**src/rtl/mem_access_unit.sv**
```systemverilog
// rtl/mem_access_unit.sv - MEM-stage load/store initiator with read-modify-write for partial stores
// Optional feature macro: MISALIGN_TRAP_EN (trap misaligned requests instead of force-aligning them)
module mem_access_unit #(
   parameter int ADDR_W = 64
) (
   input  logic              clk,
   input  logic              reset,
   input  logic              req_valid,
   output logic              req_ready,
   input  logic              req_store,
   input  logic [ADDR_W-1:0] req_addr,
   input  logic [1:0]        req_size,
   input  logic              req_unsigned,
   input  logic [63:0]       req_wdata,
   output logic              resp_valid,
   output logic [63:0]       resp_rdata,
   output logic              resp_misaligned,
   output logic [63:0]       mem_address,
   output logic [63:0]       mem_write_data,
   output logic              mem_read,
   output logic              mem_write,
   input  logic [63:0]       mem_read_data
);

   typedef enum logic [2:0] {
      IDLE,
      RD_ISSUE,
      RD_DATA,
      WR_ISSUE,
      RESP
   } state_t;

   state_t      state;
   logic [1:0]  sizeQ;
   logic        unsQ;
   logic        storeQ;
   logic [63:0] wdataQ;
   logic [2:0]  offQ;

   logic [2:0]  alignMask;
   logic [2:0]  reqOff;
   logic [5:0]  laneShift;
   logic [63:0] shifted;
   logic [63:0] sizeMask;
   logic [63:0] laneMask;
   logic [63:0] loadExt;
   logic [63:0] merged;

   // Ready is decoded from state and suppressed while reset is held
   assign req_ready = (state == IDLE) && !reset;

   // Offset bits that must be zero for a naturally aligned access of the requested size
   always_comb begin
      case (req_size)
         2'b00:   alignMask = 3'b111;
         2'b01:   alignMask = 3'b110;
         2'b10:   alignMask = 3'b100;
         default: alignMask = 3'b000;
      endcase
      reqOff = req_addr[2:0] & alignMask;
   end

`ifdef MISALIGN_TRAP_EN
   logic misQ;
   logic reqMisaligned;
   assign reqMisaligned   = (req_addr[2:0] & ~alignMask) != 3'b000;
   assign resp_misaligned = misQ;
`else
   assign resp_misaligned = 1'b0;
`endif

   // Lane extraction for loads and little-endian lane merge for partial stores
   always_comb begin
      laneShift = {offQ, 3'b000};
      shifted   = mem_read_data >> laneShift;
      case (sizeQ)
         2'b00: begin
            sizeMask = 64'h0000_0000_0000_00FF;
            loadExt  = {{56{~unsQ & shifted[7]}}, shifted[7:0]};
         end
         2'b01: begin
            sizeMask = 64'h0000_0000_0000_FFFF;
            loadExt  = {{48{~unsQ & shifted[15]}}, shifted[15:0]};
         end
         2'b10: begin
            sizeMask = 64'h0000_0000_FFFF_FFFF;
            loadExt  = {{32{~unsQ & shifted[31]}}, shifted[31:0]};
         end
         default: begin
            sizeMask = 64'hFFFF_FFFF_FFFF_FFFF;
            loadExt  = shifted;
         end
      endcase
      laneMask = sizeMask << laneShift;
      merged   = (mem_read_data & ~laneMask) | ((wdataQ & sizeMask) << laneShift);
   end

   // Access sequencer: every output is registered so strobes line up with state entry
   always_ff @(posedge clk) begin
      if (reset) begin
         state          <= IDLE;
         sizeQ          <= 2'b00;
         unsQ           <= 1'b0;
         storeQ         <= 1'b0;
         wdataQ         <= 64'd0;
         offQ           <= 3'd0;
         mem_read       <= 1'b0;
         mem_write      <= 1'b0;
         mem_address    <= 64'd0;
         mem_write_data <= 64'd0;
         resp_valid     <= 1'b0;
         resp_rdata     <= 64'd0;
`ifdef MISALIGN_TRAP_EN
         misQ           <= 1'b0;
`endif
      end else begin
         case (state)
            IDLE: begin
               if (req_valid) begin
                  sizeQ       <= req_size;
                  unsQ        <= req_unsigned;
                  storeQ      <= req_store;
                  wdataQ      <= req_wdata;
                  offQ        <= reqOff;
                  mem_address <= 64'(req_addr[ADDR_W-1:3]);
`ifdef MISALIGN_TRAP_EN
                  if (reqMisaligned) begin
                     resp_valid <= 1'b1;
                     resp_rdata <= 64'd0;
                     misQ       <= 1'b1;
                     state      <= RESP;
                  end else
`endif
                  if (req_store && (req_size == 2'b11)) begin
                     // Full doubleword store needs no merge, write straight away
                     mem_write      <= 1'b1;
                     mem_write_data <= req_wdata;
                     state          <= WR_ISSUE;
                  end else begin
                     mem_read <= 1'b1;
                     state    <= RD_ISSUE;
                  end
               end
            end
            RD_ISSUE: begin
               mem_read <= 1'b0;
               state    <= RD_DATA;
            end
            RD_DATA: begin
               if (storeQ) begin
                  mem_write      <= 1'b1;
                  mem_write_data <= merged;
                  state          <= WR_ISSUE;
               end else begin
                  resp_valid <= 1'b1;
                  resp_rdata <= loadExt;
                  state      <= RESP;
               end
            end
            WR_ISSUE: begin
               mem_write  <= 1'b0;
               resp_valid <= 1'b1;
               resp_rdata <= 64'd0;
               state      <= RESP;
            end
            RESP: begin
               resp_valid  <= 1'b0;
               resp_rdata  <= 64'd0;
               mem_address <= 64'd0;
`ifdef MISALIGN_TRAP_EN
               misQ        <= 1'b0;
`endif
               state       <= IDLE;
            end
            default: state <= IDLE;
         endcase
      end
   end

endmodule

```
**config.mk**
```make
export PLATFORM = sky130hd
export DESIGN_NAME = mem_access_unit
export DESIGN_NICKNAME = d
export VERILOG_FILES = /design/src/rtl/mem_access_unit.sv
export SDC_FILE = /design/constraint.sdc
export NUM_CORES = 1
export LEC_CHECK = 0
export BUFFER_PORTS_ARGS = -buffer_cell sky130_fd_sc_hd__buf_4
export CAP_MARGIN = 10
export CORE_ASPECT_RATIO = 0.6
export CORE_MARGIN = 3
export CORE_UTILIZATION = 57
export DETAILED_ROUTE_END_ITERATION = 8
export PLACE_DENSITY = 0.95
export SYNTH_ARGS = -nofsm -noshare
export SYNTH_HDL_FRONTEND = slang
export SYNTH_SLANG_ARGS = --single-unit
```
**constraint.sdc**
```tcl
create_clock -name clk -period 5.7 [get_ports clk]
set_clock_uncertainty 0.1 [all_clocks]
set_input_delay 0.855 -clock clk [delete_from_list [all_inputs] [get_ports clk]]
set_output_delay 0.855 -clock clk [all_outputs]
set_load 0.03 [all_outputs]
```
==> results of run 1 <==
through the flow:
step / cells / hold WS, ns / total power [W] / worst slack (ns)
CTS: 2309 / 0.3559 / 0.004838 / 2.116
global route: 2310 / 0.3761 / 0.005013 / 1.928
detailed placement: 2266 / 0.3477 / 0.003156 / 2.100
global placement: 2266 / 0.3401 / 0.003134 / 2.146
floorplan: 1701 / 0.3334 / 0.002697 / 3.083
finish: 2312 / 0.3540 / 0.004909 / 2.041
routing by layer:
metal | track usage [%] | vias to the layer above | wire length [um]
li1 | - | 6723 | -
met1 | 65.71 | 7597 | 24930
met5 | 4.699 | - | 307
met2 | 64.68 | 1444 | 25430
met4 | 11.88 | 12 | 1937
met3 | 20.92 | 210 | 11280
tightest hold or removal path, stage by stage (launching register included):
cell     delay (ns)
dfxtp_1        0.31
nand2_1        0.05
a21oi_1        0.05
kinds of logic (layout without fill, tap and decap cells):
group | Yosys count | count (layout)
flip-flops | 266 | 266
multiplexers | 113 | 113
other | 1 | 6
buffers and inverters | 183 | 477
AND/OR/NAND/NOR | 575 | 575
AO/OA/AOI/OAI | 560 | 560
worst paths after layout:
path                                   startpoint                end  slack [ns]
worst max register to register            offQ[2]     resp_rdata[25]        2.12
worst min register to register  mem_write_data[7]  mem_write_data[7]        0.35
worst max-delay path                        reset          req_ready        2.04
worst min-delay path            mem_write_data[7]  mem_write_data[7]        0.35
Yosys cell counts, drive strengths merged (3+ instances only):
cell / number / area share (%)
a211oi: 25 / 1.4
a21oi: 148 / 5.4
a221o: 11 / 0.80
a221oi: 23 / 1.5
a22oi: 84 / 4.6
a2bb2oi: 15 / 0.96
a31oi: 9 / 0.41
and2: 21 / 0.96
and3b: 9 / 0.57
buf: 55 / 2.2
clkbuf: 110 / 3.0
clkinv: 3 / 0.082
dfxtp: 266 / 39
inv: 15 / 0.41
mux2: 32 / 2.7
mux2i: 67 / 4.9
mux4: 14 / 2.3
nand2: 289 / 7.9
nand2b: 6 / 0.27
nand3: 47 / 1.7
nand3b: 3 / 0.16
nor2: 139 / 3.8
nor2b: 12 / 0.55
nor3: 24 / 0.91
nor3b: 3 / 0.20
nor4: 10 / 0.56
o211ai: 37 / 2.0
o21ai: 123 / 5.2
o221ai: 18 / 1.1
o22a: 8 / 0.51
o22ai: 12 / 0.55
o31ai: 24 / 1.5
o32ai: 13 / 0.83
or3: 4 / 0.18
state kept, by name, summed over array words and instances, names as in the netlist:
register / flops
resp_valid: 1
wdataQ: 64
unsQ: 1
mem_address: 61
sizeQ: 2
mem_read: 1
state: 3
storeQ: 1
mem_write: 1
mem_write_data: 64
offQ: 3
resp_rdata: 64
cell usage in the layout (no fill, tap or decap), types with 37 or more instances in the layout:
| cell | count |
|---|---|
| mux2i_1 | 67 |
| dfxtp_1 | 263 |
| nand3_1 | 47 |
| o21ai_0 | 96 |
| a21oi_1 | 148 |
| nand2_1 | 289 |
| buf_4 | 415 |
| a22oi_1 | 84 |
| o211ai_1 | 37 |
| nor2_1 | 139 |
area by class of cell:
type | instances | area share [%]
repair buffers | 416 | 18.00
well taps | 315 | 2.263
flip-flops and latches | 266 | 30.63
clock inverters | 11 | 0.6897
inverters | 18 | 0.3880
multi-input cells | 1252 | 44.02
clock buffers | 32 | 3.980
diodes | 2 | 0.02874
power by group through the flow:
stage | clock, W | combinational (W) | sequential [W]
after floorplan | 0 | 0.000503 | 0.00219
after global placement | 0 | 0.00103 | 0.00210
after detailed placement | 0 | 0.00105 | 0.00211
after CTS | 0.00171 | 0.00105 | 0.00207
after global routing | 0.00179 | 0.00114 | 0.00209
final | 0.00173 | 0.00110 | 0.00208
==> impl_results.md, run 1 <==
- RSZ-0062 raised after global routing: no
- Max Slew Vio Count: 0
- First-pass GRT wire length: 92310 um
- Post-synthesis register bit count: 266
- Clock Pin Slew Worst Setup and Hold Paths: 0.06 ns
- Crit Path Class: primary input to output port
- CTS Hold Buffers Added: 0
- Core area: 23400 sq um
- Critical Path Stages: 6
- DR vias/cell: 6.914
- Async SR Flop Fraction: 0%
- Design Area, Final: 17420 sq um
- Vias in the first global route: roughly 15k
- Area delta synth->final: 26.78%
- Type of the most critical hold path: flop to flop
- Sequential Power Share: 42.4%
- Worst endpoint required time: 4.74 ns
- Pin count of the biggest net entering global routing: between 90 and 100
- Final setup vio count: 0
- Final WL: between 60000 and 70000 um
- Post-synthesis adder-cell area fraction: 0%
- Synthesized area per cell: 8.090 sq um
- Clock share of power: 35.2%
- Main combinational cell family by area after synthesis: compound AO/OA/AOI/OAI gates
- Antenna viol nets, final: 0
- Xor-xnor portion of the synthesized cell area: 0%
- Fill count: about 1.7k
- CTS tree: built
- Mux cell area share after synthesis: 9.883%
- Synth Flop Type: dfxtp_1
- Post-synthesis simple-gate area fraction: 18.27%
- IO Port Bufs: 391
- Max-cap viol count: 0
- Initial antenna violation count: 5
- Post-Syn Area: between 10000 and 15000 sq um
- Sink Count: 266
- Sequential cell area: 5334 sq um
- Iter 0 DRT Violations: 2925
- Final Wtd Congestion: ~1.1
- Critical path cell sequence: buf_4 > clkinv_1 > buf_4 > nand2_1 > nor2_1 > buf_4
- Die footprint: 26060 sq um
- # nets final: 2178
- Max Clk Rate: 273.3 MHz
- Starting density of the core: between 50% and 60%
- DRC errors left: 0
- Rows: 43
- Most used cell, CP: buf_4
- Multi-input logic area: ~7700 sq um
- Vias: 15.99k
- CTS buffer count: 25
- Worst vdd ir: 0.2507 mV
- P_int: 0.003301 W
- Sequential element share of the synthesized area: 38.76%
- Layout cells sized above 1: 27.37%
- Gr ovfl total: 0
- Routed len/inst: ~28 um
- TNS Setup: 0 ns
- Slew headroom: 23.49%
- # H-tree levels: 1
- Worst path slowest cell: buf_4
- GR Util All Layers: 46.71%
- Worst slew pin tran: 1.145 ns
- Ports: slightly below 400
- Critical Path Fanout Max: 78
- Hold Path Stages: 2
- Setup crit end kind: output port
- Number of detailed-route iterations in the first pass: 8
- Switching part of the total: 32.76%
- Worst path buffer plus inverter count: 4
- PostCTS Resize Cnt: 0
- Max stage delay on crit path: 0.61 ns
- Startpoint types: primary input
- Root Driver: clkbuf_16
- P_sw: 0.001608 W
- Pwr dens: 281.9 nW/um^2
- Hpwl dp: 47780 um
- Post-CTS setup buffers: 0
- Die Span Y: 126.3 um
- Final Hold Fails: 0
- Post-layout minimum cycle time: about 3.7 ns
- Skew-Pair Late Insertion Delay: 0.56 ns
- Top delay family on crit path: buffers and inverters
- Clock buffer depth: 3
- Yosys warnings: 0
- Status: completed
- Crit share post-route: between 60 and 70%
- Yosys cell types: 60
- Pleak: 6.855 nW
- Die W: 206.4 um
- Comb pwr share: between 20 and 25%
- CP arrival: 2.70 ns
- Post-synthesis cell count: 1698
- Placed cell areas: 16590 sq um
- Util after Layout: around 74%
- EDFF count, synth: 0
- R2R depth: 6
- Post-synthesis compound-gate area fraction: between 20% and 30%
Power figures use the tool's default switching activity.
==> run 2: changes to the inputs <==
--- a/config.mk
+++ b/config.mk
@@ -9,9 +9,9 @@
 export CAP_MARGIN = 10
 export CORE_ASPECT_RATIO = 0.6
 export CORE_MARGIN = 3
-export CORE_UTILIZATION = 57
+export CORE_UTILIZATION = 48
 export DETAILED_ROUTE_END_ITERATION = 8
-export PLACE_DENSITY = 0.95
+export PLACE_DENSITY = 0.88
 export SYNTH_ARGS = -nofsm -noshare
 export SYNTH_HDL_FRONTEND = slang
 export SYNTH_SLANG_ARGS = --single-unit
==> constraint.sdc (replaced) <==
create_clock -name clk -period 3.2 [get_ports clk]
set_clock_uncertainty 0.1 [all_clocks]
set_input_delay 0.48 -clock clk [delete_from_list [all_inputs] [get_ports clk]]
set_output_delay 0.48 -clock clk [all_outputs]
set_load 0.03 [all_outputs]
==> run 2 against run 1 <==
Utilization is 11 points lower. Clock power is 70% higher. Global-route usage is 8.5 points lower. Clock-buffer cell count is 8 higher. Die area is 18% higher. Via count is 3.4% lower.
==> impl_results.md, run 2 (synthesized netlist as in run 1, its figures left out) <==
- Max-cap viol count: 0 (unchanged)
- CTS buffer count: 25 (unchanged)
- Max Slew Vio Count: 0 (unchanged)
- TNS Setup: 0 ns (unchanged)
- Root Driver: clkbuf_16
- Max stage delay on crit path: 0.70 ns (+0.09 ns)
- Sink Count: 266 (unchanged)
- Startpoint types: flop
- Type of the most critical hold path: primary input to flop
- Die W: 224.4 um (+8.7%)
- Setup ws final: 0.09020 ns (-1.951 ns)
- Routed len/inst: 25.95 um (-6.1%)
- Die footprint: 30750 sq um (+18%)
- Top flop regs: mem_write_data (64), resp_rdata (64), wdataQ (64)
- PostCTS Resize Cnt: 0 (unchanged)
- P_sw: 0.002765 W (+72%)
- Clock Pin Slew Worst Setup and Hold Paths: 0.08 ns (+0.02 ns)
- Top delay family on crit path: buffers and inverters
- Post-CTS setup buffers: 0 (unchanged)
- Post-layout minimum cycle time: 3.110 ns
- Most used cell, CP: buf_4
- Area delta synth->final: 28.96%
- Sequential Power Share: 42.8% (+0.4 points)
- Switching part of the total: 32.14% (-0.62 points)
- CTS Hold Buffers Added: 0 (unchanged)
- Comb pwr share: 23.1% (+0.7 points)
- Initial antenna violation count: 4 (-1)
- Final setup vio count: 0 (unchanged)
- RSZ-0062 raised after global routing: no
- Multi-input logic area: 7666 sq um (unchanged)
- Worst slew pin tran: 0.8836 ns (-0.2617 ns)
- Skew-Pair Late Insertion Delay: 0.55 ns (about the same)
- Util after Layout: 63.56% (-11 points)
- Status: completed
- Placed cell areas: 16930 sq um (+2.1%)
- Worst path buffer plus inverter count: 3 (-1)
- Crit share post-route: 97.18%
- Fill count: 2432 (+46%)
- R2R depth: 8 (+2)
- Worst path slowest cell: a211oi_1
- GR Util All Layers: 38.20% (-8.5 points)
- Ports: 396 (unchanged)
- Layout cells sized above 1: 28.18% (+0.81 points)
- Die Span Y: 137.0 um (+8.5%)
- Final Wtd Congestion: 1.066 (-3.3%)
- Worst endpoint required time: 3.48 ns (-1.26 ns)
- P_int: 0.005837 W (+77%)
- # nets final: 2207 (+1.3%)
- Critical Path Fanout Max: 34 (-56%)
- CP arrival: 3.39 ns (+0.69 ns)
- Min-delay src: req_wdata[13]
- Setup crit end kind: flop
- First-pass GRT wire length: 88970 um (-3.6%)
- Design Area, Final: 17720 sq um (+1.7%)
- Vias in the first global route: 13.86k (-5.5%)
- R2r startpoint: offQ[1]
- Core area: 27870 sq um (+19%)
- Pleak: 7.000 nW (+2.1%)
- Internal reg-to-reg setup slack: 0.09 ns (-2.03 ns)
- Worst vdd ir: 0.2948 mV (+18%)
- CTS tree: built
- Number of detailed-route iterations in the first pass: 9 (+1)
- Clock share of power: 34.2% (-1.0 points)
- Commonest non-fill, non-tap cell in the layout: buf_4
- Min-Delay Endpoint: wdataQ[13]
- Pin count of the biggest net entering global routing: 167 (+78%)
- DRC errors left: 0 (unchanged)
- DP Worst Slack: 0.2732 ns (-1.827 ns)
- Post-Route Hold Slack: 0.08831 ns (-0.2657 ns)
- Slew headroom: 41.09% (+18 points)
- Gr ovfl total: 0 (unchanged)
- Critical path cell sequence: buf_4 > buf_4 > a21oi_1 > nor2_1 > nor3_1 > buf_4 > a211oi_1 > o32ai_1
- Hold Path Stages: 3 (+1)
- Final Hold Fails: 0 (unchanged)
- Most frequent cells in the layout: buf_4 (440), nand2_1 (289), dfxtp_1 (263)
- Antenna viol nets, final: 0 (unchanged)
- DR vias/cell: 6.454 (-6.7%)
- Iter 0 DRT Violations: 2370 (-19%)
- Final WL: 62130 um (-2.7%)
- Crit Path Class: flop to flop
- Rows: 47 (+9.3%)
- Sequential cell area: 5334 sq um (unchanged)
- FF-to-FF End: mem_write_data[35]
- Clock buffer depth: 3 (unchanged)
- IO Port Bufs: 391 (unchanged)
- Max Clk Rate: between 300 and 400 MHz
- Starting density of the core: 49.28% (-9.4 points)
- Pwr dens: 485.5 nW/um^2 (+72%)
- Hpwl dp: 46980 um (-1.7%)
- # H-tree levels: 1 (unchanged)
- Vias: 15.45k (-3.4%)
run 2: changes by cell type in the layout (fill, tap and decap cells not counted), sizes merged:
cell / change
clkinvlp: -2
clkinv: -3
bufinv: -2
clkbuf: +8
inv: -2
diode: +2
buf: +29
run 2: power by group through the flow:
stage	Sequential, W	Clock, W	Combinational [W]
after detailed placement	0.00374	0	0.00191
after global placement	0.00373	0	0.00189
after CTS	0.00366	0.00294	0.00192
after global routing	0.00369	0.00307	0.00207
final	0.00368	0.00294	0.00198
after floorplan	0.00391	0	0.000896
run 2: worst max path at each step:
stage,startpoint,cells past startpoint,endpoint,slack (ns)
finish,offQ[1],8,mem_write_data[35],0.09
floorplan,offQ[1],7,resp_rdata[56],0.96
detailed placement,offQ[1],8,mem_write_data[36],0.27
global route,offQ[1],8,mem_write_data[38],0.10
CTS,offQ[1],8,mem_write_data[35],0.24
global placement,offQ[1],8,mem_write_data[35],0.34
run 2: layout make-up:
cell class                      instances  share of cell area, %
Sequential cell                       266                  30.11
Antenna cell                            4                0.05650
Tap cell                              367                  2.592
Clock inverter                          2                0.07063
Multi-Input combinational cell       1252                  43.27
Clock buffer                           40                  4.308
Timing Repair Buffer                  445                  19.21
Inverter                               18                 0.3814
run 2: worst min-delay path, stage by stage:
cell	delay, ns
buf_4	0.11
nand2_1	0.05
a21oi_1	0.05
run 2: stage by stage:
stage,total power (W),cells
2_1_floorplan,0.004804,1701
3_3_place_gp,0.005614,2348
3_5_place_dp,0.005648,2348
4_1_cts,0.008529,2390
5_1_grt,0.008835,2391
6_report,0.008601,2394
run 2: routing by layer:
metal | track usage (%) | part of all wire [%] | vias up
li1 | - | - | 6784
met1 | 54.23 | 41 | 7421
met2 | 54.39 | 41 | 1112
met3 | 15.50 | 16 | 129
met4 | 7.370 | 1.9 | 4
met5 | 2.097 | 0.035 | -
